$ cat src/rtl/sim_halt_dump.sv
// Run/halt monitor for the rv32i harness: counts RUN cycles, detects the finish PC,
// then streams a byte range of data memory out as packed beats over valid/ready.
module sim_halt_dump #(
   parameter int                    DATA_WIDTH      = 32,
   parameter logic [DATA_WIDTH-1:0] FINISH_ADDR     = 32'h004c,
   parameter int                    MATCH_CYCLES    = 1,
   parameter int                    ADDR_WIDTH      = 16,
   parameter logic [ADDR_WIDTH-1:0] DUMP_START      = 16'hc000,
   parameter logic [ADDR_WIDTH-1:0] DUMP_END        = 16'hffff,
   parameter int                    BYTES_PER_BEAT  = 8,
   parameter int                    TIMEOUT_CYCLES  = 300000,
   parameter int                    CNT_WIDTH       = 32,
   parameter bit                    DUMP_ON_TIMEOUT = 1'b0
) (
   input  logic                        clk,
   input  logic                        rst,
   input  logic [DATA_WIDTH-1:0]       pc,
   output logic [ADDR_WIDTH-1:0]       mem_addr,
   output logic                        mem_re,
   input  logic [7:0]                  mem_rdata,
   output logic [8*BYTES_PER_BEAT-1:0] dump_data,
   output logic                        dump_valid,
   input  logic                        dump_ready,
   output logic                        dump_last,
   output logic                        halted,
   output logic                        timeout,
   output logic                        done,
   output logic [CNT_WIDTH-1:0]        cycle_count
);

   localparam int                    AW1         = ADDR_WIDTH + 1;
   localparam int                    IDX_W       = $clog2(BYTES_PER_BEAT + 1);
   localparam logic [DATA_WIDTH-1:0] TRIG_PC     = FINISH_ADDR + DATA_WIDTH'(4);
   localparam logic [IDX_W-1:0]      RD_LAST     = IDX_W'(BYTES_PER_BEAT);
   localparam logic [3:0]            MATCH_N     = 4'(MATCH_CYCLES);
   localparam logic [CNT_WIDTH-1:0]  TO_LAST     = CNT_WIDTH'(TIMEOUT_CYCLES - 1);
   // One extra bit so a range ending at the top of the address space does not wrap.
   localparam logic [AW1-1:0]        LAST_BASE   = {1'b0, DUMP_END} + AW1'(1) - AW1'(BYTES_PER_BEAT);
   localparam int                    RANGE_BYTES = int'({1'b0, DUMP_END}) - int'({1'b0, DUMP_START}) + 1;

   generate
      if (DUMP_END < DUMP_START || (RANGE_BYTES % BYTES_PER_BEAT) != 0) begin : g_bad_range
         $fatal(1, "sim_halt_dump: dump range must be non-empty and a multiple of BYTES_PER_BEAT");
      end
   endgenerate

   typedef enum logic [1:0] {S_RUN, S_READ, S_OUT, S_DONE} state_t;

   state_t                      state_q, state_d;
   logic [3:0]                  match_q;
   logic [IDX_W-1:0]            rd_idx_q;
   logic [AW1-1:0]              base_q;
   logic [8*BYTES_PER_BEAT-1:0] beat_q;
   logic [CNT_WIDTH-1:0]        cyc_q;
   logic                        halted_q, timeout_q;

   logic [3:0]       match_nxt;
   logic             pc_hit, halt_hit, to_hit, last_beat, capture;
   logic [IDX_W-1:0] lane;

   assign match_nxt = match_q + 4'd1;
   assign pc_hit    = (pc == TRIG_PC);
   assign halt_hit  = pc_hit && (match_nxt == MATCH_N);
   assign to_hit    = (cyc_q == TO_LAST) && !halt_hit;
   assign last_beat = (base_q == LAST_BASE);
   // Read k returns during READ step k+1 and lands in lane BYTES_PER_BEAT-1-k.
   assign capture   = (state_q == S_READ) && (rd_idx_q != '0);
   assign lane      = RD_LAST - rd_idx_q;

   // NOTE: sequential state uses non-blocking assignments so every register samples pre-edge values.
   always_ff @(posedge clk or posedge rst) begin
      if (rst) state_q <= S_RUN;
      else     state_q <= state_d;
   end

   // NOTE: every output of this block gets a default first, otherwise a missed branch infers a latch.
   always_comb begin
      state_d    = state_q;
      mem_re     = 1'b0;
      mem_addr   = '0;
      dump_valid = 1'b0;
      dump_last  = 1'b0;
      case (state_q)
         S_RUN: begin
            if (halt_hit)    state_d = S_READ;
            else if (to_hit) state_d = DUMP_ON_TIMEOUT ? S_READ : S_DONE;
         end
         S_READ: begin
            if (rd_idx_q != RD_LAST) begin
               mem_re   = 1'b1;
               mem_addr = ADDR_WIDTH'(base_q + AW1'(rd_idx_q));
            end else begin
               state_d = S_OUT;
            end
         end
         S_OUT: begin
            dump_valid = 1'b1;
            dump_last  = last_beat;
            if (dump_ready) state_d = last_beat ? S_DONE : S_READ;
         end
         S_DONE: ;
         default: state_d = S_RUN;
      endcase
   end

   // NOTE: the beat register is reset too, so an aborted dump leaves no stale bytes on dump_data.
   always_ff @(posedge clk or posedge rst) begin
      if (rst) begin
         match_q   <= '0;
         rd_idx_q  <= '0;
         base_q    <= '0;
         beat_q    <= '0;
         cyc_q     <= '0;
         halted_q  <= 1'b0;
         timeout_q <= 1'b0;
      end else begin
         case (state_q)
            S_RUN: begin
               match_q <= pc_hit ? match_nxt : 4'd0;
               if (halt_hit) begin
                  halted_q <= 1'b1;
                  base_q   <= {1'b0, DUMP_START};
                  rd_idx_q <= '0;
               end else if (to_hit) begin
                  timeout_q <= 1'b1;
                  base_q    <= {1'b0, DUMP_START};
                  rd_idx_q  <= '0;
               end else if (cyc_q != '1) begin
                  cyc_q <= cyc_q + 1'b1;
               end
            end
            S_READ: begin
               rd_idx_q <= (rd_idx_q == RD_LAST) ? '0 : rd_idx_q + 1'b1;
               for (int l = 0; l < BYTES_PER_BEAT; l++) begin
                  if (capture && lane == IDX_W'(l)) beat_q[8*l +: 8] <= mem_rdata;
               end
            end
            S_OUT: begin
               if (dump_ready && !last_beat) base_q <= base_q + AW1'(BYTES_PER_BEAT);
            end
            default: ;
         endcase
      end
   end

   assign dump_data   = beat_q;
   assign halted      = halted_q;
   assign timeout     = timeout_q;
   assign done        = (state_q == S_DONE);
   assign cycle_count = cyc_q;

endmodule

$ cat config.mk
export PLATFORM = sky130hd
export DESIGN_NAME = sim_halt_dump
export DESIGN_NICKNAME = d
export VERILOG_FILES = /design/src/rtl/sim_halt_dump.sv
export SDC_FILE = /design/constraint.sdc
export NUM_CORES = 1
export LEC_CHECK = 0
export ABC_CLOCK_PERIOD_IN_PS = 12900
export CORE_ASPECT_RATIO = 0.9
export CORE_MARGIN = 2
export CORE_UTILIZATION = 53
export DETAILED_ROUTE_END_ITERATION = 10
export GPL_TIMING_DRIVEN = 1
export HOLD_SLACK_MARGIN = 0.05
export PLACE_DENSITY = 0.86
export SKIP_LAST_GASP = 1
export SYNTH_ARGS = -nofsm -noshare
export SYNTH_HDL_FRONTEND = slang
export SYNTH_SLANG_ARGS = --single-unit
$ cat constraint.sdc
create_clock -name clk -period 12.9 [get_ports clk]
set_input_delay 3.225 -clock clk [delete_from_list [all_inputs] [get_ports clk]]
set_output_delay 3.225 -clock clk [all_outputs]
set_load 0.05 [all_outputs]
==> flow_summary.json, run 1 <==
{
  "status": "finished, final reports clean",
  "power_frac_seq_pct": 42.3,
  "crit_end": "mem_addr[14]",
  "switching_power_mw": 0.1938,
  "critical_path_arrival_ns": 3.21,
  "finalSetupViolCount": 0,
  "rsz0062_at_grt": "false",
  "maxCapViolCount": 0,
  "ctsHoldBuffers": 0,
  "combPwrFrac_pct": 2.8,
  "dp_hpwl_um": 10870,
  "startpoint": "rd_idx_q[3]",
  "drtPass1Iterations": 5,
  "post-place-ws_ns": 6.897,
  "antenna_found_initial": 0,
  "min_path_type": "reg2reg",
  "clock_sinks": 122,
  "max_freq_mhz": 155.4,
  "grt_start_max_net_pins": 65,
  "dieWidth_um": 116.9,
  "yosysMostFrequentCell": "dfrtp_1",
  "cts.htree.levels": 4,
  "track_usage_pct": 26.31,
  "fin_setup_tns_ns": 0,
  "ys_ff_latch": 122,
  "diodes": 0,
  "synth_edf_count": 0,
  "ioPinCount": 161,
  "cp_max_fo": 9,
  "p_sw_share_pct": 21.41,
  "yosysWarnings": 0,
  "cts_root_buf": "clkbuf_16",
  "path_clk_slew_ns": 0.06,
  "end_kind": "output pin",
  "cts_buffers": 17,
  "start_util_pct": 53.84,
  "peakVddDrop_uv": 80.59,
  "overflow": 0,
  "max-slew-margin-rel_pct": 37.64,
  "postRouteAntennaNets": 0,
  "cts_setup_buffers": 0,
  "clkLatencyLatePin_ns": 0.42,
  "hold_viol": 0,
  "fp.dieH_um": 105.6,
  "synthesis.nets": 611,
  "worstPathRequired_ns": 9.68,
  "vias": 5052,
  "via_per_inst": 5.747,
  "routabilityCongestion": 0.8688,
  "syn_to_final_growth_pct": 38.68,
  "drv_slew": 0,
  "portBuffers": 160,
  "yosys.area.top_type_share_pct": 50.20,
  "die_area_um2": 12350,
  "pwr-share-clk_pct": 55.0,
  "fin_crit_sh_pct": 49.89,
  "ys_top_cells_by_count": "122 x dfrtp_1, 66 x mux2_2, 46 x nand2_1, 38 x xnor2_1, 33 x nand3_1",
  "finalCriticalPeriod_ns": 6.436,
  "ff2ff_path_depth": 7,
  "seq_area_frac_synth_pct": 50.20,
  "ys_top_cells_by_area": "dfrtp_1 50%, mux2_2 12%, xnor2_1 5.5%",
  "cts_tree": "done",
  "fin_worst_skew_ns": 0.01527,
  "timing.hold.ws_ns": 0.4821,
  "r2r_start": "cycle_count[22]",
  "drive_gt1_share_pct": 15.35,
  "synth.distinct_cells": 52,
  "timing.rr.end": "base_q[14]",
  "clock_path_buffers": 2,
  "reg2reg_slack_ns": 10.01,
  "cts_resized": 0,
  "synth_cells": 551,
  "power.density_nw_per_um2": 107.3,
  "synth_area_um2": 6082,
  "cp-start-kind": "register",
  "fp-row-count": 37,
  "drc": 0,
  "finalNetCount": 770,
  "yosys_most_used_dff": "dfrtp_1",
  "worstMarginPinSlew_ns": 0.9334,
  "async_flop_share_pct": 100.0,
  "drt_iter0_drc": 350,
  "intPower_mw": 0.7115,
  "p_leak_nw": 3.544,
  "grt_pass1_wl_um": 25360,
  "coreArea_um2": 11300,
  "routed_wl_um": 15840,
  "grt_pass1_vias": 5062,
  "wl_per_cell_um": 18.02,
  "yosys.area.top_type": "dfrtp_1",
  "avgSynthCellArea_um2": 11.04,
  "finalWorstSetupSlack_ns": 6.464,
  "path_class": "reg2out"
}
[power by group through the flow]
stage / clock [mW] / sequential [mW] / combinational, mW
after floorplan: 0 / 0.390 / 0.00658
after global placement: 0 / 0.390 / 0.0242
after detailed placement: 0 / 0.390 / 0.0252
after CTS: 0.501 / 0.383 / 0.0254
after global routing: 0.519 / 0.383 / 0.0274
final: 0.497 / 0.383 / 0.0250
[logic make-up (layout without fill, tap and decap cells)]
logic type               after synthesis  after routing  synth area share [%]
AO/OA/AOI/OAI                         56             56                 6.192
XOR/XNOR                              42             42                 6.048
flip-flops                           122            122                 50.20
adder cells (fa/ha/maj)               17             17                 3.497
AND/OR/NAND/NOR                      205            205                 18.49
buffers and inverters                 38            210                 2.530
multiplexers                          71             71                 13.04
[worst min path at each step]
stage	start	endpoint	slack, ns	depth (start not counted)
finish	halted	halted	0.48	1
detailed placement	halted	halted	0.47	1
floorplan	base_q[9]	base_q[9]	0.49	1
CTS	halted	halted	0.48	1
global route	dump_data[24]	dump_data[24]	0.52	1
global placement	timeout	timeout	0.46	1
[flip-flops by register name, summed over array words and instances (netlist names)]
register / flops
base_q: 14
cycle_count: 32
timeout: 1
state_q: 2
dump_data: 64
halted: 1
rd_idx_q: 4
match_q: 4
[cell usage in the layout, fill, tap and decap left out, types with 3 or more instances in the layout]
cell	n
o31ai_1	7
and3_1	11
xnor2_1	38
nor2b_1	5
nand3_1	33
and4_1	4
or2_2	3
xor2_1	4
nand3b_1	3
nor3_1	6
ha_1	17
inv_1	15
o21ai_0	26
and2_1	5
nand2_1	46
nor2_1	29
clkbuf_16	17
clkdlybuf4s50_1	160
or3_1	5
a21oi_1	3
nand4_1	23
inv_6	3
nor4_1	13
clkinvlp_4	4
mux2i_1	5
dfrtp_1	122
mux2_2	66
nor4b_1	7
bufinv_16	3
[stage by stage]
step	utilization [%]	power, mW	instances	instance area, um2
floorplan	-	0.3963	551	6082
finish	74.67	0.9053	879	8434
CTS	74.67	0.9088	879	8434
detailed placement	69.17	0.4149	847	7814
global placement	69.17	0.4139	847	7814
global route	74.67	0.9287	879	8434
[routing by layer]
layer	global-route usage [%]	wire length (um)	up-vias
li1	-	-	2309
met1	34.74	6740	2485
met2	42.65	7641	228
met3	5.865	1175	30
met4	9.412	285	0
met5	0	0	-
[final cells by class]
| type | instances | area (um2) |
|---|---|---|
| multi-input combinational | 391 | 2887 |
| tap | 156 | 195.2 |
| clock buffer | 20 | 456.7 |
| clock inverter | 12 | 163.9 |
| inverter | 16 | 62.56 |
| fill | 780 | 2861 |
| timing repair buffer | 162 | 1617 |
| sequential | 122 | 3053 |
[critical path, stage by stage, from the launching register on]
cell and delay (ns):
dfrtp_1 0.50, ha_1 0.28, nand4_1 0.23, nor2_1 0.26, nand3_1 0.19, or3_1 0.36
a21oi_1 0.15, clkdlybuf4s50_1 0.82
No activity file was read; power rests on OpenSTA's default activity.
==> run 2, diff against run 1 <==
--- a/config.mk
+++ b/config.mk
@@ -5,14 +5,14 @@
 export SDC_FILE = /design/constraint.sdc
 export NUM_CORES = 1
 export LEC_CHECK = 0
-export ABC_CLOCK_PERIOD_IN_PS = 12900
+export ABC_CLOCK_PERIOD_IN_PS = 5580
 export CORE_ASPECT_RATIO = 0.9
 export CORE_MARGIN = 2
-export CORE_UTILIZATION = 53
+export CORE_UTILIZATION = 44
 export DETAILED_ROUTE_END_ITERATION = 10
 export GPL_TIMING_DRIVEN = 1
 export HOLD_SLACK_MARGIN = 0.05
-export PLACE_DENSITY = 0.86
+export PLACE_DENSITY = 0.76
 export SKIP_LAST_GASP = 1
 export SYNTH_ARGS = -nofsm -noshare
 export SYNTH_HDL_FRONTEND = slang
==> constraint.sdc (replaced) <==
create_clock -name clk -period 5.58 [get_ports clk]
set_input_delay 1.395 -clock clk [delete_from_list [all_inputs] [get_ports clk]]
set_output_delay 1.395 -clock clk [all_outputs]
set_load 0.05 [all_outputs]
==> run 2 against run 1 <==
Effect of this change: cell count is 1.5% higher; total power is 120% higher; critical path type unchanged; sequential share of layout area is 0.10 points higher; combinational power is 130% higher; die area is 20% higher; highest routed layer unchanged; sequential cell count stayed put.
==> flow_summary.json, run 2 (synthesized netlist as in run 1, its figures left out) <==
{
  "grt_pass1_wl_um": 24780,
  "worstPathRequired_ns": 4.18,
  "via_per_inst": 5.586,
  "grt_pass1_vias": 4847,
  "mostFrequentLayoutCell": "clkdlybuf4s50_1",
  "start_util_pct": 45.35,
  "placed_cells": 860,
  "grt_start_max_net_pins": 57,
  "rsz0062_at_grt": "false",
  "largest_reg_flops": 64,
  "drive_gt1_share_pct": 15.61,
  "drt_iter0_drc": 287,
  "ctsHoldBuffers": 0,
  "clock_path_buffers": 2,
  "path_clk_slew_ns": 0.05,
  "clkLatencyLatePin_ns": 0.42,
  "syn_to_final_growth_pct": 38.28,
  "cts_buffers": 17,
  "peakVddDrop_uv": 192.0,
  "multi_input_area_um2": 2887,
  "end_kind": "output pin",
  "cts_tree": "done",
  "drv_slew": 0,
  "wl_per_cell_um": 17.22,
  "finalNetCount": 771,
  "finalSetupViolCount": 0,
  "cts_root_buf": "clkbuf_16",
  "path_class": "reg2out",
  "fin_worst_skew_ns": 0.01028,
  "cts_setup_buffers": 0,
  "routed_wl_um": 15360,
  "clock_sinks": 122,
  "max-slew-margin-rel_pct": 35.31,
  "seq_area_um2": 3053,
  "maxCapViolCount": 0,
  "cp_max_fo": 9,
  "vias": 4983,
  "diodes": 0,
  "ioPinCount": 161,
  "fin_crit_sh_pct": 82.94,
  "cts.htree.levels": 4,
  "fillCellCount": 1076,
  "postRouteAntennaNets": 0,
  "min_path_type": "reg2reg",
  "overflow": 0,
  "fp.dieH_um": 115.5,
  "power.density_nw_per_um2": 236.3,
  "antenna_found_initial": 0,
  "fp-row-count": 40,
  "routabilityCongestion": 0.8417,
  "place_area_um2": 7836,
  "dieWidth_um": 127.9,
  "final_area_um2": 8411,
  "cp-start-kind": "register",
  "fin_setup_tns_ns": 0,
  "worstMarginPinSlew_ns": 0.9683,
  "finalCriticalPeriod_ns": 4.628,
  "timing.hold.ws_ns": 0.4823,
  "coreArea_um2": 13410,
  "p_leak_nw": 3.526,
  "total_power_mw": 1.988,
  "die_area_um2": 14780,
  "drc": 0,
  "dp_hpwl_um": 10900,
  "status": "finished, final reports clean",
  "fin_cells": 892,
  "cts_resized": 0,
  "portBuffers": 160,
  "max_freq_mhz": 216.1,
  "final_cell_mix": "160 x clkdlybuf4s50_1, 122 x dfrtp_1, 66 x mux2_2, 46 x nand2_1, 38 x xnor2_1",
  "critical_path_arrival_ns": 3.23,
  "track_usage_pct": 21.31,
  "hold_viol": 0,
  "drtPass1Iterations": 4
}
run 2: changes by cell type in the layout (fill, tap and decap cells not counted), sizes merged:
cell	delta
inv	-2
clkinvlp	+1
bufinv	-2
buf	+1
clkbuf	-1
clkinv	+4
run 2: final timing paths:
kind	depth (start not counted)	end	startpoint	slack, ns
setup / recovery	7	mem_addr[14]	rd_idx_q[3]	0.95
hold / removal	1	halted	halted	0.48
setup reg to reg	7	cycle_count[1]	state_q[1]	2.51
hold reg to reg	1	halted	halted	0.48
max in group asynchronous	3	base_q[13]	rst	3.17
min in group asynchronous	2	dump_data[56]	rst	1.44
run 2: final cells by class:
type	count	area share, %
clock buffer	19	5.385
clock inverter	13	1.443
inverter	16	0.7438
multi-input combinational	391	34.32
sequential	122	36.30
tap	168	2.499
timing repair buffer	163	19.31
run 2: routing by layer:
layer / track usage (%) / up-vias / wire [um]
li1: - / 2310 / -
met3: 5.633 / 16 / 967
met2: 34.72 / 196 / 7252
met4: 6.227 / 0 / 157
met1: 28.32 / 2461 / 6978
met5: 0 / - / 0
run 2: worst max-delay path, cell delays in order (launching register included):
cell and delay [ns]:
dfrtp_1 0.48, ha_1 0.28, nand4_1 0.28, nor2_1 0.28, nand3_1 0.19, or3_1 0.35, a21oi_1 0.14, clkdlybuf4s50_1 0.83
run 2: metrics by stage:
step / utilization (%) / setup WS, ns
2_1_floorplan: - / 0.9425
3_3_place_gp: 58.42 / 1.468
3_5_place_dp: 58.42 / 1.399
4_1_cts: 62.71 / 0.9329
5_1_grt: 62.71 / 0.7058
6_report: 62.71 / 0.9518
run 2: power breakdown:
part | internal (mW) | switching, mW
sequential | 0.885 | 0
clock | 0.636 | 0.408
combinational | 0.0286 | 0.0299
total | 1.55 | 0.438
==> run 3, diff against run 2 <==
--- a/config.mk
+++ b/config.mk
@@ -5,14 +5,14 @@
 export SDC_FILE = /design/constraint.sdc
 export NUM_CORES = 1
 export LEC_CHECK = 0
-export ABC_CLOCK_PERIOD_IN_PS = 5580
+export ABC_CLOCK_PERIOD_IN_PS = 4500
 export CORE_ASPECT_RATIO = 0.9
 export CORE_MARGIN = 2
-export CORE_UTILIZATION = 44
+export CORE_UTILIZATION = 49
 export DETAILED_ROUTE_END_ITERATION = 10
 export GPL_TIMING_DRIVEN = 1
 export HOLD_SLACK_MARGIN = 0.05
-export PLACE_DENSITY = 0.76
+export PLACE_DENSITY = 0.81
 export SKIP_LAST_GASP = 1
 export SYNTH_ARGS = -nofsm -noshare
 export SYNTH_HDL_FRONTEND = slang
==> constraint.sdc (replaced) <==
create_clock -name clk -period 4.5 [get_ports clk]
set_input_delay 1.125 -clock clk [delete_from_list [all_inputs] [get_ports clk]]
set_output_delay 1.125 -clock clk [all_outputs]
set_load 0.05 [all_outputs]
==> run 3 against run 2 <==
Effect of this change: combinational power increased by 24%; first-iteration DRC count increased by 57%; die area decreased by 9.9%; global-route usage increased by 2.0 points; core utilization increased by 7.6 points; sequential cell count unchanged; clock power increased by 44%; worst hold slack improved by 0.021 ns; critical path type unchanged; largest power group unchanged; highest routed layer unchanged.
==> flow_summary.json, run 3 (synthesized netlist as in run 1, its figures left out) <==
{
  "status": "finished, final reports clean",
  "fin_cells": 883,
  "via_per_inst": 5.673,
  "postRouteAntennaNets": 0,
  "diodes": 0,
  "clock_sinks": 122,
  "p_sw_share_pct": 20.23,
  "ioPinCount": 161,
  "grt_start_max_net_pins": 65,
  "cts_buffers": 17,
  "clkLatencyLatePin_ns": 0.42,
  "start_util_pct": 50.36,
  "multi_input_area_um2": 2887,
  "drtPass1Iterations": 5,
  "drive_gt1_share_pct": 15.49,
  "mostFrequentLayoutCell": "clkdlybuf4s50_1",
  "dp_hpwl_um": 10660,
  "seq_area_um2": 3053,
  "grt_pass1_vias": 4846,
  "grt_pass1_wl_um": 24160,
  "path_clk_slew_ns": 0.06,
  "total_power_mw": 2.675,
  "dieWidth_um": 121.4,
  "drt_iter0_drc": 452,
  "cts_root_buf": "clkbuf_16",
  "min_path_type": "reg2reg",
  "rsz0062_at_grt": "false",
  "cp_max_fo": 9,
  "fp.dieH_um": 109.7,
  "final_cell_mix": "158 x clkdlybuf4s50_1, 122 x dfrtp_1, 66 x mux2_2, 46 x nand2_1, 38 x xnor2_1",
  "track_usage_pct": 23.30,
  "end_kind": "output pin",
  "overflow": 0,
  "antenna_found_initial": 0,
  "fin_crit_sh_pct": 92.09,
  "worstHoldStart": "halted",
  "finalSetupViolCount": 0,
  "routed_wl_um": 15370,
  "max-slew-margin-rel_pct": 28.36,
  "worstMarginPinSlew_ns": 1.072,
  "routabilityCongestion": 0.8753,
  "hold_viol": 0,
  "portBuffers": 160,
  "finalCriticalPeriod_ns": 4.144,
  "die_area_um2": 13320,
  "cp-start-kind": "register",
  "syn_to_final_growth_pct": 39.68,
  "max_freq_mhz": 241.3,
  "maxCapViolCount": 0,
  "drc": 0,
  "fin_setup_tns_ns": 0,
  "coreArea_um2": 12080,
  "worstPathRequired_ns": 3.38,
  "power.density_nw_per_um2": 314.8,
  "peakVddDrop_uv": 258.0,
  "combPwrFrac_pct": 2.7,
  "r2r_start": "state_q[1]",
  "fin_worst_skew_ns": 0.004816,
  "fp-row-count": 38,
  "place_area_um2": 7831,
  "p_leak_nw": 3.616,
  "final_area_um2": 8496,
  "largest_reg_flops": 64,
  "cts_tree": "done",
  "cts.htree.levels": 4,
  "power_frac_seq_pct": 41.0,
  "path_class": "reg2out",
  "placed_cells": 851,
  "finalNetCount": 770,
  "cts_setup_buffers": 0,
  "clock_path_buffers": 2,
  "startpoint": "rd_idx_q[3]",
  "drv_slew": 0,
  "vias": 5009,
  "wl_per_cell_um": 17.41,
  "critical_path_arrival_ns": 3.02,
  "fillCellCount": 862,
  "intPower_mw": 2.133,
  "pwr-share-clk_pct": 56.2,
  "switching_power_mw": 0.5412
}
run 3: cell count changes in the layout (fill, tap and decap cells not counted):
cell and change:
clkbuf_8 -1, bufinv_16 +4, buf_12 +1, clkinvlp_4 -4, clkdlybuf4s50_1 -2, clkinv_4 +1, dlymetal6s2s_1 +2, buf_4 -2
run 3: per-layer routing:
| layer | GRT usage [%] | up-vias | share of wire (%) |
|---|---|---|---|
| met2 | 38.40 | 227 | 48 |
| met4 | 10.02 | 0 | 1.8 |
| met1 | 29.97 | 2449 | 43 |
| li1 | - | 2305 | - |
| met5 | 0 | - | 0 |
| met3 | 5.083 | 28 | 7.2 |
run 3: per-stage QoR:
step	utilization (%)	setup slack (ns)	hold WS (ns)
floorplan	-	0.1325	0.4868
global placement	64.85	0.6716	0.4538
detailed placement	64.85	0.6042	0.4842
CTS	70.31	0.1456	0.5084
global route	70.35	0.1797	0.5190
finish	70.35	0.3559	0.5028
run 3: worst max-delay path, stage by stage, from the launching register on:
cell             delay [ns]
dfrtp_1                0.49
ha_1                   0.28
nand4_1                0.25
nor2_1                 0.28
nand3_1                0.20
xor2_1                 0.18
nor2_1                 0.08
clkdlybuf4s50_1        0.83
run 3: final cells by class:
type,instances,share of cell area [%]
Sequential cell,122,35.94
Multi-Input combinational cell,391,33.98
Clock inverter,14,2.592
Inverter,16,0.7364
Tap cell,160,2.356
Timing Repair Buffer,162,19.23
Clock buffer,18,5.169
run 3: final timing paths:
check,endpoint,slack [ns],cells past startpoint
max,mem_addr[12],0.36,7
min,halted,0.50,1
max reg2reg,cycle_count[1],1.54,7
min reg2reg,halted,0.50,1
max in group asynchronous,dump_data[9],2.49,3
min in group asynchronous,cycle_count[4],1.20,2
run 3: what timing repair did:
item                       CTS  global route
hold buffers                 0             0
gates resized for setup      0             2
setup endpoints to repair    0             2
run 3: power by group through the flow:
stage / registers, mW / logic [mW] / clock network, mW
after global placement: 1.12 / 0.0714 / 0
after floorplan: 1.12 / 0.0189 / 0
after detailed placement: 1.12 / 0.0734 / 0
after global routing: 1.10 / 0.0797 / 1.57
final: 1.10 / 0.0726 / 1.50
after CTS: 1.10 / 0.0739 / 1.52
